===== config.mk =====
export PLATFORM = sky130hd
export DESIGN_NAME = alu_wb_stage
export DESIGN_NICKNAME = d
export VERILOG_FILES = /design/src/rtl/alu_wb_stage.sv
export SDC_FILE = /design/constraint.sdc
export NUM_CORES = 1
export LEC_CHECK = 0
export CORE_ASPECT_RATIO = 1.1
export CORE_MARGIN = 2
export CORE_UTILIZATION = 26
export CTS_BUF_LIST = sky130_fd_sc_hd__clkbuf_4 sky130_fd_sc_hd__clkbuf_8
export DETAILED_ROUTE_END_ITERATION = 12
export PLACE_DENSITY = 0.58
export SETUP_SLACK_MARGIN = 0.15
export SKIP_LAST_GASP = 1
export SYNTH_ARGS = -nofsm -noshare
export SYNTH_HDL_FRONTEND = slang
export SYNTH_SLANG_ARGS = --single-unit
export TNS_END_PERCENT = 5

===== constraint.sdc =====
create_clock -name clk -period 3.7 [get_ports clk]
set_input_delay 0.74 -clock clk [delete_from_list [all_inputs] [get_ports clk]]
set_output_delay 0.74 -clock clk [all_outputs]
set_load 0.02 [all_outputs]

===== src/rtl/alu_wb_stage.sv =====
// alu_wb_stage: ALU writeback/flags stage with a 2-entry result FIFO toward the register file.
// Optional zero/sign flag tracking is enabled by defining ALU_WB_ZFSF_EN.
module alu_wb_stage #(
  parameter int DEPTH = 2
) (
  input  logic        clk,
  input  logic        rst,
  input  logic        in_valid,
  output logic        in_ready,
  input  logic [31:0] in_res,
  input  logic        in_cf,
  input  logic        in_af,
  input  logic        in_of,
  input  logic [1:0]  in_sel,
  input  logic [2:0]  in_dst,
  input  logic        flags_wr,
  input  logic [2:0]  flags_wdata,
  output logic        wb_valid,
  input  logic        wb_ready,
  output logic [31:0] wb_data,
  output logic [2:0]  wb_dst,
  output logic [2:0]  flags,
  output logic        zf,
  output logic        sf,
  output logic [1:0]  occupancy
);
  localparam logic [1:0] FULL = 2'(DEPTH);
  logic [31:0] mem_data [2];
  logic [2:0]  mem_dst [2];
  logic        rd_ptr, wr_ptr, rd_nxt;
  logic        accept, push, pop, is_add, new_head;
  logic [1:0]  occ_nxt;
  assign in_ready = occupancy != FULL;
  assign wb_valid = occupancy != 2'd0;
  always_comb begin
    accept   = in_valid && in_ready;
    push     = accept && (in_dst != 3'd0);
    pop      = wb_valid && wb_ready;
    is_add   = accept && (in_sel == 2'b11);
    occ_nxt  = occupancy + 2'(push) - 2'(pop);
    rd_nxt   = rd_ptr ^ pop;
    new_head = push && (wr_ptr == rd_nxt);
  end
  // wb_data/wb_dst are registered copies of whatever entry will be at the head next cycle
  always_ff @(posedge clk or posedge rst) begin
    if (rst) begin
      occupancy   <= 2'd0;
      rd_ptr      <= 1'b0;
      wr_ptr      <= 1'b0;
      mem_data[0] <= '0;
      mem_data[1] <= '0;
      mem_dst[0]  <= '0;
      mem_dst[1]  <= '0;
      wb_data     <= '0;
      wb_dst      <= '0;
    end else begin
      occupancy <= occ_nxt;
      rd_ptr    <= rd_nxt;
      if (push) begin
        mem_data[wr_ptr] <= in_res;
        mem_dst[wr_ptr]  <= in_dst;
        wr_ptr           <= ~wr_ptr;
      end
      if (occ_nxt != 2'd0) begin
        wb_data <= new_head ? in_res : mem_data[rd_nxt];
        wb_dst  <= new_head ? in_dst : mem_dst[rd_nxt];
      end
    end
  end
  always_ff @(posedge clk or posedge rst) begin
    if (rst) flags <= 3'b000;
    else if (flags_wr) flags <= flags_wdata;
    else if (is_add) flags <= {in_cf, in_af, in_of};
  end
`ifdef ALU_WB_ZFSF_EN
  always_ff @(posedge clk or posedge rst) begin
    if (rst) begin
      zf <= 1'b0;
      sf <= 1'b0;
    end else if (is_add) begin
      zf <= in_res == 32'd0;
      sf <= in_res[31];
    end
  end
`else
  assign zf = 1'b0;
  assign sf = 1'b0;
`endif
endmodule


==> reports/summary.md <==
The flow ran to the end, and the final reports show no timing, DRC or antenna violations. Using the TritonRoute via totals, the vias-per-cell ratio works out to 4.51. For the synthesized netlist cell count, the log shows 376.

Global router's overall resource usage: 12.0%. Cell at the root of the clock tree: clkbuf_8. For the half-perimeter wire length after placement, the log shows 7.97 mm. The tools report the placeable core region as 19,200 µm². In this run, CTS created clock tree buffers numbering 9. The largest single stage delay on the critical path is 470 ps. In this run the power density over the cells is 1060 nW/µm².

Worst IR drop on VDD: 0.000619 V. The run gives 18.7 mm as the first-pass GRT wire length. The number of placed cells counting well taps was 702. 0 antenna diodes ended up in the layout. The launching element of the worst setup path was in_dst[0].

For this run, the register share of the synthesized area comes to 54.7%. The number of nets with antenna violations after routing is 0. Traced cell by cell, the critical path runs through clkdlybuf4s50_1 > o311ai_2 > ha_1 > inv_1 > ha_1 > xor3_1 > or2_2 > nor3b_4 > buf_12 > a221oi_2. The cell area that synthesis handed to floorplanning was 5120 µm². The tools report the launch point of the worst reg-to-reg path as occupancy[0]$_DFF_PP0_. The worst setup path is launched from an input port. Dividing the final minimum period by the clock period gives 80.9%. The kind of cell with the highest combined delay along the critical path is buffers and inverters. The final critical delay including setup and external delays was 2990 ps; the total number of clock tree sinks was 112. The tightest slew margin relative to the limit was 26.6%; the final wirelength was 11.9 mm. The number of antenna violations at the first check in global routing was 0.

STA puts the critical path data required time at 3990 ps. The pre-antenna-repair detailed-routing pass consisted of 4 iterations. The worst setup path is captured at a flop.

Setup violations remaining at the end of the flow were counted as 0. The hold buffer count at cts is 0, and the average size of a mapped cell is 13.6 µm². The critical path data arrival time was 3280 ps; the setup slack of the worst register-to-register path was 1100 ps.

The run gives 380 ps as the source-to-sink clock delay at the later pin of the worst-skew pair. The layout-stage area growth over the synthesis result is 27.6%, and the leakage power is 2.80 nW. The DRC violation count after routing is 0, and the die height is 151 µm.

Buffers placed on the I/O ports in this run total 89. Of all nets on the critical path, the largest fanout is 24. Yosys attributes the largest share of cell area to dfrtp_1, mux2_2, a221oi_2, mux2i_1, inv_1. After the flow finishes, the layout carries non-filler instances totaling 716.

The routed wire length per instance was 16.6 µm. The share of flip-flops with an asynchronous set or reset after synthesis was 100%. The maximum root-to-sink buffer count came out at 2. Via count of the first global-routing pass: 3,464. The most repeated library cell on the critical path is ha_1.

The tools report the die outline area as 20,900 µm². The path class of the tightest hold or removal check is reg -> reg. The global placement routability congestion came out at 0.687. Post-CTS timing repair inserted 0 buffers for setup. The critical path is of the in -> reg type. During synthesis, Yosys emitted a total of 0 warnings. The worst clock skew on the final layout is 8.15 ps.

The H-tree was split into 3 levels. The master of the slowest instance on the critical path was clkdlybuf4s50_1. The slew at the pin closest to its max-slew limit works out to 1100 ps. In this run the critical register-to-register path is captured at wb_data[0]$_DFFE_PP0P_. The effective utilization at floorplan is 26.6%. For the number of rows created at floorplan, the log shows 53. Prior to clock tree synthesis, the placed netlist has a worst setup slack of 279 ps. The share of layout cells above drive strength 1 came out at 28.8%. Total power for the finished layout comes to 6.95 mW. The post-CTS clock slew at the launch and capture registers of the worst setup and hold paths works out to 90 ps. Of the post-synthesis cell area, the dominant cell type holds 54.7%. Dominant synthesized flop cell: dfrtp_1. Entering global routing, the biggest net connects 78 pins.

92 I/O pins were placed. The critical path runs through a total of 10 cells. The number of hold violations in the final report is 0. From left edge to right edge, the die measures 138 µm. The path depth of the worst reg2reg path was 10.

Yosys mapped a number of flops with a built-in enable equal to 0. Synthesis instantiated 28 different standard cells from the library. The detailed-route via count came out at 3,228.

After synthesis the netlist holds a flip-flop and latch count of 112. Summed over all failing endpoints, the final setup total negative slack is 0 ps. The capture point of the critical path is wb_data[0]$_DFFE_PP0P_. The tool flagged a number of max-cap violations equal to 0. The cell with the most instances after synthesis was dfrtp_1. Setup repair after global routing left no endpoint under its margin. Counting both buffers and inverters, the worst setup path holds a total of 3.

The number of fill cells in the layout was 1,915; the final net count was 516. The number of gates resized after CTS was 0. The cell taking the most area after synthesis is dfrtp_1. By count the netlist is led by dfrtp_1, mux2_2, inv_1, mux2i_1, nor2_1.

TritonCTS built the clock tree. Hold is met by 509 ps. The max-slew violation count came out at 0. The smallest setup slack after layout is 708 ps, and the global route total overflow is 0.

The tools report the maximum clock rate as 334 MHz. In this run, the number of DRC markers left after iteration 0 of detailed routing was 85.
## worst min-delay path, delay by kind of cell (launching register included)
kind / cells / cell delay (ps)
AOI/OAI and AO/OA: 1 / 60
DFF: 1 / 360
and+or+nand+nor: 1 / 50
## placed cells by master (no fill, tap or decap), types with 2 or more instances in the layout
| master | Yosys | routed |
|---|---|---|
| o21ai_0 | 3 | 3 |
| a221oi_2 | 29 | 29 |
| clkbuf_8 | 0 | 11 |
| ha_1 | 2 | 2 |
| buf_4 | 10 | 6 |
| xnor2_1 | 3 | 3 |
| inv_1 | 38 | 37 |
| mux2_2 | 70 | 70 |
| clkdlybuf4s50_1 | 0 | 89 |
| nand2_1 | 3 | 3 |
| conb_1 | 1 | 2 |
| buf_12 | 0 | 6 |
| a221oi_1 | 5 | 5 |
| dfrtp_1 | 112 | 112 |
| mux2i_1 | 38 | 38 |
| or2_2 | 2 | 3 |
| nor2_1 | 35 | 35 |
| clkinvlp_4 | 0 | 2 |
## state kept, by name, summed over array words and instances, names as in the netlist
register and flops:
flags 3, occupancy 2, rd_ptr 1, wb_data 32, wr_ptr 1, mem_data 64, mem_dst 6, wb_dst 3
## where the power goes
part | internal (mW) | total, mW | switching, mW
combinational | 1.98 | 3.96 | 1.98
clock | 0.342 | 0.740 | 0.398
sequential | 1.90 | 2.25 | 0.355
total | 4.22 | 6.95 | 2.74
## kinds of logic (layout without fill, tap and decap cells)
| group | after synthesis | in the layout | share of synthesized area, % |
|---|---|---|---|
| flip-flops | 112 | 112 | 54.7 |
| AO/OA/AOI/OAI | 42 | 42 | 10.7 |
| XOR/XNOR | 5 | 5 | 1.29 |
| AND/OR/NAND/NOR | 45 | 45 | 3.81 |
| other | 1 | 2 | 0.0732 |
| multiplexers | 108 | 108 | 22.8 |
| buffers and inverters | 61 | 153 | 6.18 |
| adder cells (fa/ha/maj) | 2 | 2 | 0.488 |
## routing by layer
| metal | part of all wire (%) | GRT usage (%) |
|---|---|---|
| met1 | 45 | 14.7 |
| met2 | 50 | 20.4 |
| met3 | 3.7 | 2.78 |
| met4 | 1.6 | 4.29 |
| met5 | 0 | 0 |
## area by class of cell
cell class                 count  area [µm²]  area share (%)
tap                          247         309            4.72
multi-input combinational    204        2030            31.1
clock inverter                 3        42.5           0.650
timing repair buffer         101        1060            16.1
clock buffer                  11         151            2.31
inverter                      38         146            2.24
sequential                   112        2800            42.8
## through the flow
stage               instance area, µm²  util [%]
global placement                  6350      33.0
CTS                               6540      34.0
floorplan                         5130         -
finish                            6540      34.0
detailed placement                6350      33.0
global route                      6540      34.0
## how the worst min path moves through the flow
| stage | start | to | slack, ps | depth (start not counted) |
|---|---|---|---|---|
| floorplan | mem_data[0]$_DFFE_PP0P_ | mem_data[0]$_DFFE_PP0P_ | 480 | 1 |
| global placement | flags[0]$_DFFE_PP0P_ | flags[0]$_DFFE_PP0P_ | 480 | 2 |
| detailed placement | mem_data[26]$_DFFE_PP0P_ | mem_data[26]$_DFFE_PP0P_ | 490 | 1 |
| CTS | mem_data[26]$_DFFE_PP0P_ | mem_data[26]$_DFFE_PP0P_ | 520 | 1 |
| global route | mem_data[12]$_DFFE_PP0P_ | mem_data[12]$_DFFE_PP0P_ | 530 | 1 |
| finish | flags[1]$_DFFE_PP0P_ | flags[1]$_DFFE_PP0P_ | 510 | 2 |
Power figures use the tool's default switching activity.
